### config.mk
export PLATFORM = sky130hd
export DESIGN_NAME = inst_buffer
export DESIGN_NICKNAME = d
export VERILOG_FILES = /design/src/rtl/inst_buffer_pkg.sv /design/src/rtl/inst_buffer_storage.sv /design/src/rtl/inst_buffer.sv
export SDC_FILE = /design/constraint.sdc
export NUM_CORES = 1
export LEC_CHECK = 0
export CAP_MARGIN = 40
export CORE_UTILIZATION = 58
export CTS_BUF_LIST = sky130_fd_sc_hd__clkbuf_8 sky130_fd_sc_hd__clkbuf_16
export DETAILED_ROUTE_END_ITERATION = 6
export GPL_ROUTABILITY_DRIVEN = 0
export GPL_TIMING_DRIVEN = 0
export PLACE_DENSITY = 0.79
export SLEW_MARGIN = 15
export SYNTH_ARGS = -nofsm -noshare
export SYNTH_HDL_FRONTEND = slang
export SYNTH_SLANG_ARGS = --single-unit
### constraint.sdc
create_clock -name clk -period 4.9 [get_ports clk]
set_clock_uncertainty 0.2 [all_clocks]
set_input_delay 0.98 -clock clk [delete_from_list [all_inputs] [get_ports clk]]
set_output_delay 0.98 -clock clk [all_outputs]
set_load 0.05 [all_outputs]
### src/rtl/inst_buffer_pkg.sv
// Shared core constants for the instruction buffer: entry geometry and default depth.
// An entry is {pc, instr} and travels from fetch to decode unchanged.
package inst_buffer_pkg;

  localparam int IB_WIDTH    = 32;
  localparam int PC_WIDTH    = 16;
  localparam int INSTR_WIDTH = 16;
  localparam int IB_DEPTH    = 8;

  typedef struct packed {
    logic [PC_WIDTH-1:0]    pc;
    logic [INSTR_WIDTH-1:0] instr;
  } ib_entry_t;

endpackage

### src/rtl/inst_buffer_storage.sv
// Register array behind the instruction buffer: one synchronous write port and one
// asynchronous read port. Contents are deliberately not reset.
module ib_storage
  import inst_buffer_pkg::*;
#(
  parameter int DEPTH = IB_DEPTH,
  parameter int WIDTH = IB_WIDTH
) (
  input  logic                     clk,
  input  logic                     i_wr_en,
  input  logic [$clog2(DEPTH)-1:0] i_wr_addr,
  input  logic [WIDTH-1:0]         i_wr_data,
  input  logic [$clog2(DEPTH)-1:0] i_rd_addr,
  output logic [WIDTH-1:0]         o_rd_data
);

  logic [WIDTH-1:0] r_mem [DEPTH];

  always_ff @(posedge clk) begin
    if (i_wr_en) begin
      r_mem[i_wr_addr] <= i_wr_data;
    end
  end

  assign o_rd_data = r_mem[i_rd_addr];

endmodule

### src/rtl/inst_buffer.sv
// First-word-fall-through instruction buffer between fetch and decode.
// Status outputs come only from registered occupancy, so fetch may derive push from full.
module inst_buffer
  import inst_buffer_pkg::*;
#(
  parameter int DEPTH = IB_DEPTH,
  parameter int WIDTH = IB_WIDTH
) (
  input  logic                   clk,
  input  logic                   rst_n,
  input  logic                   push,
  input  logic [WIDTH-1:0]       push_data,
  output logic                   full,
  input  logic                   pop,
  output logic                   head_valid,
  output logic [WIDTH-1:0]       head_data,
  input  logic                   flush,
  output logic [$clog2(DEPTH):0] count
);

  localparam int AW = $clog2(DEPTH);
  localparam logic [AW:0] FULL_COUNT = (AW+1)'(DEPTH);

  logic [AW-1:0] r_wr_ptr;
  logic [AW-1:0] r_rd_ptr;
  logic [AW:0]   r_count;

  logic w_push_ok;
  logic w_pop_ok;
  logic w_wr_en;

  assign full       = (r_count == FULL_COUNT);
  assign head_valid = (r_count != '0);
  assign count      = r_count;

  assign w_push_ok = push && !full;
  assign w_pop_ok  = pop && head_valid;
  // A flushed push must not even land in storage, keeping the array consistent with the pointers.
  assign w_wr_en   = w_push_ok && !flush;

  always_ff @(posedge clk or negedge rst_n) begin
    if (!rst_n) begin
      r_wr_ptr <= '0;
      r_rd_ptr <= '0;
      r_count  <= '0;
    end else if (flush) begin
      r_wr_ptr <= '0;
      r_rd_ptr <= '0;
      r_count  <= '0;
    end else begin
      if (w_push_ok) begin
        r_wr_ptr <= r_wr_ptr + AW'(1);
      end
      if (w_pop_ok) begin
        r_rd_ptr <= r_rd_ptr + AW'(1);
      end
      case ({w_push_ok, w_pop_ok})
        2'b10:   r_count <= r_count + (AW+1)'(1);
        2'b01:   r_count <= r_count - (AW+1)'(1);
        default: r_count <= r_count;
      endcase
    end
  end

  ib_storage #(
    .DEPTH(DEPTH),
    .WIDTH(WIDTH)
  ) u_storage (
    .clk      (clk),
    .i_wr_en  (w_wr_en),
    .i_wr_addr(r_wr_ptr),
    .i_wr_data(push_data),
    .i_rd_addr(r_rd_ptr),
    .o_rd_data(head_data)
  );

endmodule

==> results of run 1 <==
[Yosys cell counts]
library cell and count:
nand2b_1 5, nor3_1 4, inv_1 1, buf_2 4, nor2_1 15, mux2i_1 4, or4b_4 1, buf_1 5
and3b_1 2, mux2_2 32, nand2_2 1, mux4_2 64, o31ai_1 1, or3_1 2, buf_4 1, nand4_1 1
edfxtp_1 256, a211oi_4 1, a21oi_1 4, dfrtp_1 10, o2111ai_1 1, o41a_1 1, xor2_1 3, o311a_4 1
xnor2_1 3, inv_2 1, clkbuf_1 7, buf_6 6, o21ai_0 1, nand4b_1 2, a31oi_1 1, nand2_1 4
nand3_1 4, ha_1 4
[sequential cells by signal (all words and copies together), names as in the netlist]
name / count
count: 4
r_rd_ptr: 3
r_wr_ptr: 3
u_storage.r_mem: 256
[routing by layer]
metal  global-route usage  vias to the layer above  wire (um)
li1                     -                     2137          -
met1                0.281                     2561       7740
met5                    0                        -          0
met3               0.0355                       42        898
met4               0.0849                        0        541
met2                0.413                      169      10700
[kinds of logic (layout without fill, tap and decap cells)]
| group | after synthesis | count (layout) | synth area share |
|---|---|---|---|
| AO/OA/AOI/OAI | 11 | 11 | 0.00968 |
| XOR/XNOR | 6 | 6 | 0.00508 |
| adder cells (fa/ha/maj) | 4 | 4 | 0.00484 |
| buffers and inverters | 25 | 162 | 0.0143 |
| flip-flops | 266 | 266 | 0.767 |
| multiplexers | 100 | 100 | 0.178 |
| AND/OR/NAND/NOR | 41 | 41 | 0.0209 |
[area by class of cell]
cell class	instances	area share
flip-flops and latches	266	0.633
multi-input cells	162	0.185
repair buffers	89	0.0800
clock buffers	27	0.0539
well taps	225	0.0224
clock inverters	21	0.0145
plain buffers	23	0.0112
inverters	2	0.000599
[power by group through the flow]
| stage | Clock (mW) | Sequential, mW | Combinational, mW |
|---|---|---|---|
| floorplan | 0 | 2.71 | 1.29 |
| global placement | 0 | 2.68 | 1.80 |
| global route | 2.07 | 2.64 | 1.96 |
| finish | 1.96 | 2.63 | 1.86 |
| detailed placement | 0 | 2.68 | 1.87 |
| CTS | 2.00 | 2.63 | 1.88 |
[how the worst max path moves through the flow]
stage	from	end
after floorplan	push	u_storage.r_mem[0][0]
after global placement	flush	u_storage.r_mem[0][10]
after detailed placement	r_rd_ptr[1]	head_data[15]
after CTS	r_rd_ptr[1]	head_data[4]
after global routing	r_rd_ptr[1]	head_data[27]
final	r_rd_ptr[1]	head_data[28]
[tightest hold or removal path, cell delays in order, from the launching register on]
cell and delay [ps]:
dfrtp_1 430, xor2_1 100, nor2_1 80
==> flow_metrics.tcl, run 1 <==
set metrics [dict create \
    cts_sinks 266 \
    io_pins 75 \
    avgSynthCellArea_um2 22.8 \
    final_nets 611 \
    area_delta_synth_final_pct 21.2 \
    place_inst 766 \
    hpwlAfterDp_mm 12.3 \
    worst_slack_ps 514 \
    power.clock.fraction 0.304 \
    synthesis.area_um2 10300 \
    critical_path.slowest_cell "clkdlybuf4s50_1" \
    seq_power_share 0.408 \
    fin_crit_sh 0.895 \
    worst-path-stages 5 \
    ff2ff_setup_slack_ps 1830 \
    worstReg2RegEnd "u_storage.r_mem[0][5]" \
    whs_ps 451 \
    tightest_slew_ps 803 \
    rsz0062_at_grt "false" \
    num_rows 48 \
    yosys_warnings 0 \
    die_width_um 136 \
    grt_pass1_vias 5285 \
    instances_no_fill 815 \
    worst_ir_drop_vdd_mv 0.451 \
    fin_tns_setup_ps 0 \
    drive_gt1_frac 0.300 \
    yosys.area.top_type "edfxtp_1" \
    ff2ff_path_depth 7 \
    cts_made_buffers 26 \
    ys_top_cells_by_area "edfxtp_1 74%, mux4_2 14%, mux2_2 3.5%" \
    placed_area_um2 11700 \
    power.switching_mw 1.90 \
    crit_fanout 10 \
    ctsRootBufferMaster "clkbuf_16" \
    fp.dieH_um 136 \
    ys_seq_area_frac 0.767 \
    ys_seq_elements 266 \
    hp-class "reg -> reg" \
    cp_top_family "buffers and inverters" \
    post_cts_buffers 0 \
    status "finished, final reports clean" \
    hold_buffers 0 \
    holdPathStages 2 \
    clk_pin_slew_ps 60 \
    p_per_area_nw_per_um2 515 \
    core-area_um2 17400 \
    globalRouteTotalUtil 0.230 \
    synthDominantCellAreaShare 0.743 \
    max_freq_mhz 228 \
    clk-insertion-delay-late_ps 520 \
    p_comb_frac 0.288 \
    cp.arrival_ps 3210 \
    fillers 965 \
    grt_first_pass_wirelength_mm 30.0 \
    antenna_left 0 \
    seq_area_um2 7940 \
    cts_resized 0 \
    synth_cell_types 34 \
    port_buffers 73 \
    diodes 0 \
    reg2reg_from "count[3]" \
    cts-htree-levels 1 \
    whs_endpoint "r_wr_ptr[0]" \
    vias_per_cell 6.02 \
    multi_input_area_um2 2320 \
    mostFrequentLayoutCell "edfxtp_1" \
    start_util 0.596 \
    cp-end-kind "output pin" \
    worstPathRequired_ps 3720 \
    grt-ovfl-total 0 \
    synthCells 453 \
    drcViolationCount 0 \
    drt_iter0_drc 455 \
    synth_nets 494 \
    period_needed_ps 4390 \
    drtPass1Iterations 5 \
    max-cap-violations 0 \
    slew_headroom 0.465 \
    setup_viol 0 \
    worstPathBufferInverterCount 3 \
    slowest_delay_ps 700 \
    slew_viol_final 0 \
    worstSetupPathType "reg -> out" \
    clockBufferDepth 3 \
    crit_chain "buf_2 -> buf_1 -> mux4_2 -> mux2_2 -> clkdlybuf4s50_1" \
    vias 4909 \
    swShare 0.295 \
    cts_tree "yes" \
    antenna_found_initial 0 \
    layout_common_cells "256 x edfxtp_1, 73 x clkdlybuf4s50_1, 64 x mux4_2, 32 x mux2_2, 27 x clkbuf_16" \
    hold_viol_final 0 \
    p_int_mw 4.55 \
    design_area_um2 12500 \
    final_util 0.723 \
    wirelength_mm 19.9 \
    worstHoldStart "r_wr_ptr[0]" \
    preCtsSetupSlack_ps 1070 \
    cp-start-kind "register" \
    dieArea_um2 18400 \
    grt_start_max_net_pins 21 \
    p_total_mw 6.46 \
    wl_per_cell_um 24.4 \
    power.leakage_nw 4.01 \
]
(Power assumes the default switching activity.)
==> run 2: changes to the inputs <==
CTS_CLUSTER_DIAMETER = 150   (was not set)
==> results of run 2 <==
Final layout, timing and power as in run 1 (identical DEF).
==> run 3: changes to the inputs <==
ABC_AREA = 1   (was not set)
==> flow_metrics.tcl, run 3 <==
set metrics [dict create \
    status "finished, final reports clean" \
    mostFrequentLayoutCell "edfxtp_1" \
    grt_first_pass_wirelength_mm 38.0 \
    ys_seq_elements 266 \
    critical_path.slowest_cell "clkdlybuf4s50_1" \
    synth_simple_gate_area_frac 0.106 \
    drive_gt1_frac 0.105 \
    clk-insertion-delay-late_ps 520 \
    grt_pass1_vias 6881 \
    largest_reg_flops 256 \
    synthAdderAreaFrac 0.00475 \
    power.switching_mw 2.78 \
    ctsRootBufferMaster "clkbuf_16" \
    synthDominantCellAreaShare 0.729 \
    drtPass1Iterations 7 \
    slew_headroom 0.528 \
    power.leakage_nw 4.30 \
    hold_viol_final 0 \
    slowest_delay_ps 860 \
    async_reset_ff_frac 0.0376 \
    worstSetupPathType "reg -> out" \
    worst-path-stages 6 \
    io_pins 75 \
    grt_start_max_net_pins 26 \
    worstPathBufferInverterCount 4 \
    synth_cell_types 29 \
    start_util 0.601 \
    wl_per_cell_um 21.2 \
    antenna_left 0 \
    multi_input_area_um2 2350 \
    setup_viol 0 \
    die_width_um 137 \
    cp.arrival_ps 3180 \
    hold_buffers 0 \
    p_int_mw 4.42 \
    area_delta_synth_final_pct 19.3 \
    synth_edf_count 256 \
    cts-htree-levels 1 \
    antenna_found_initial 0 \
    yosys.area.top_type "edfxtp_1" \
    p_per_area_nw_per_um2 573 \
    synth_common_cells "256 x edfxtp_1, 236 x nor2_1, 115 x o21ai_0" \
    cts_made_buffers 25 \
    post_cts_buffers 0 \
    tightest_slew_ps 708 \
    worst_ir_drop_vdd_mv 0.483 \
    layout_common_cells "256 x edfxtp_1, 228 x nor2_1, 115 x o21ai_0, 74 x clkdlybuf4s50_1" \
    synth-compound-area-share 0.106 \
    cp_top_family "buffers and inverters" \
    cp-start-kind "register" \
    worstSetupEndpoint "head_data[6]" \
    hp-class "reg -> reg" \
    num_rows 48 \
    seq_area_um2 7940 \
    max_freq_mhz 229 \
    synthXorXnorAreaFrac 0.000831 \
    clk_pin_slew_ps 60 \
    top_register "u_storage.r_mem" \
    worstReg2RegEnd "u_storage.r_mem[3][9]" \
    ys_seq_area_frac 0.753 \
    wirelength_mm 24.9 \
    vias_per_cell 6.03 \
    diodes 0 \
    whs_ps 398 \
    swShare 0.386 \
    slew_viol_final 0 \
    synthesis.area_um2 10500 \
    final_util 0.717 \
    p_comb_frac 0.388 \
    clockBufferDepth 3 \
    synthCells 819 \
    synthMuxAreaShare 0 \
    ff2ff_path_depth 7 \
    period_needed_ps 4360 \
    hpwlAfterDp_mm 15.8 \
    vias 7063 \
    drcViolationCount 0 \
    yosys_warnings 0 \
    crit_fanout 10 \
    ys_top_cells_by_area "edfxtp_1 73%, nor2_1 8.4%, o21ai_0 5.5%" \
    synth_top_family_by_area "simple AND/OR/NAND/NOR gates" \
    port_buffers 74 \
    drt_iter0_drc 882 \
    cts_tree "yes" \
    cp-end-kind "output pin" \
    cts_sinks 266 \
    worstPathRequired_ps 3720 \
    max-cap-violations 0 \
    ys.flop_type "edfxtp_1" \
    synth_nets 860 \
    grt-ovfl-total 0 \
    fillers 1153 \
    crit_chain "inv_2 -> buf_4 -> clkbuf_1 -> o21ai_0 -> a31oi_1 -> clkdlybuf4s50_1" \
    ff2ff_setup_slack_ps 2290 \
    rsz0062_at_grt "false" \
    fin_crit_sh 0.890 \
    cts_resized 0 \
    dieArea_um2 18700 \
    globalRouteTotalUtil 0.277 \
    power.clock.fraction 0.248 \
    seq_power_share 0.364 \
    fp.dieH_um 137 \
    avgSynthCellArea_um2 12.9 \
    cp-startpoint "r_rd_ptr[0]" \
    synthMostInstantiatedCell "edfxtp_1" \
    final_nets 969 \
    reg2reg_from "count[0]" \
    core-area_um2 17500 \
]
run 3: changes by cell type in the layout (fill, tap and decap cells not counted), sizes merged, moves of 5 or more:
cell    change
nand2b      -5
o22ai      +32
inv        +16
clkbuf     +14
o21ai     +134
nand2      +26
mux2       -32
mux4       -64
a31oi      +31
nor2      +225
run 3: final cells by class:
class                   count  share of cell area
flip-flops and latches    266               0.631
inverters                  18             0.00547
well taps                 225              0.0224
multi-input cells         486               0.187
clock buffers              25              0.0498
plain buffers              49              0.0195
clock inverters            21              0.0100
repair buffers             82              0.0746
run 3: worst min-delay path: cells and delay by family, from the launching register on:
family | cells | cell delay (ps)
flops | 1 | 400
compound gates | 1 | 80
buf+inv | 1 | 80
run 3: how the worst min path moves through the flow:
stage               slack [ps]   startpoint  depth (start not counted)     endpoint
floorplan                  350  r_wr_ptr[0]                          2  r_wr_ptr[0]
global placement           370  r_wr_ptr[2]                          2  r_wr_ptr[2]
detailed placement         380  r_wr_ptr[0]                          2  r_wr_ptr[0]
CTS                        400  r_wr_ptr[0]                          2  r_wr_ptr[0]
global route               420  r_wr_ptr[0]                          2  r_wr_ptr[0]
finish                     400  r_wr_ptr[0]                          2  r_wr_ptr[0]
run 3: metal layers:
metal / routed length (um) / global-route usage
met4: 791 / 0.103
met5: 0 / 0
met1: 9760 / 0.380
met3: 2050 / 0.0422
met2: 12300 / 0.455
run 3: power groups by stage:
stage	clock (mW)	combinational [mW]	sequential (mW)
after global placement	0	2.68	2.67
after detailed placement	0	2.77	2.67
final	1.78	2.79	2.62
after CTS	1.79	2.79	2.62
after global routing	1.88	2.98	2.63
after floorplan	0	1.80	2.70
run 3: cell families after synthesis:
group | after synthesis
and+or+nand+nor | 277
AOI/OAI and AO/OA | 204
xor gates and xnor gates | 1
adders and majority gates | 4
DFF | 266
buffers and inverters | 67
run 3: through the flow:
step,cell area (um^2),std cells,total power [mW],setup slack [ps],TNS (ps)
floorplan,10500,819,4.50,1600,0
global placement,11600,1118,5.35,-127,-20790
detailed placement,11800,1126,5.44,1160,0
CTS,12600,1172,7.20,583,0
global route,12600,1172,7.49,468,0
finish,12600,1172,7.20,540,0
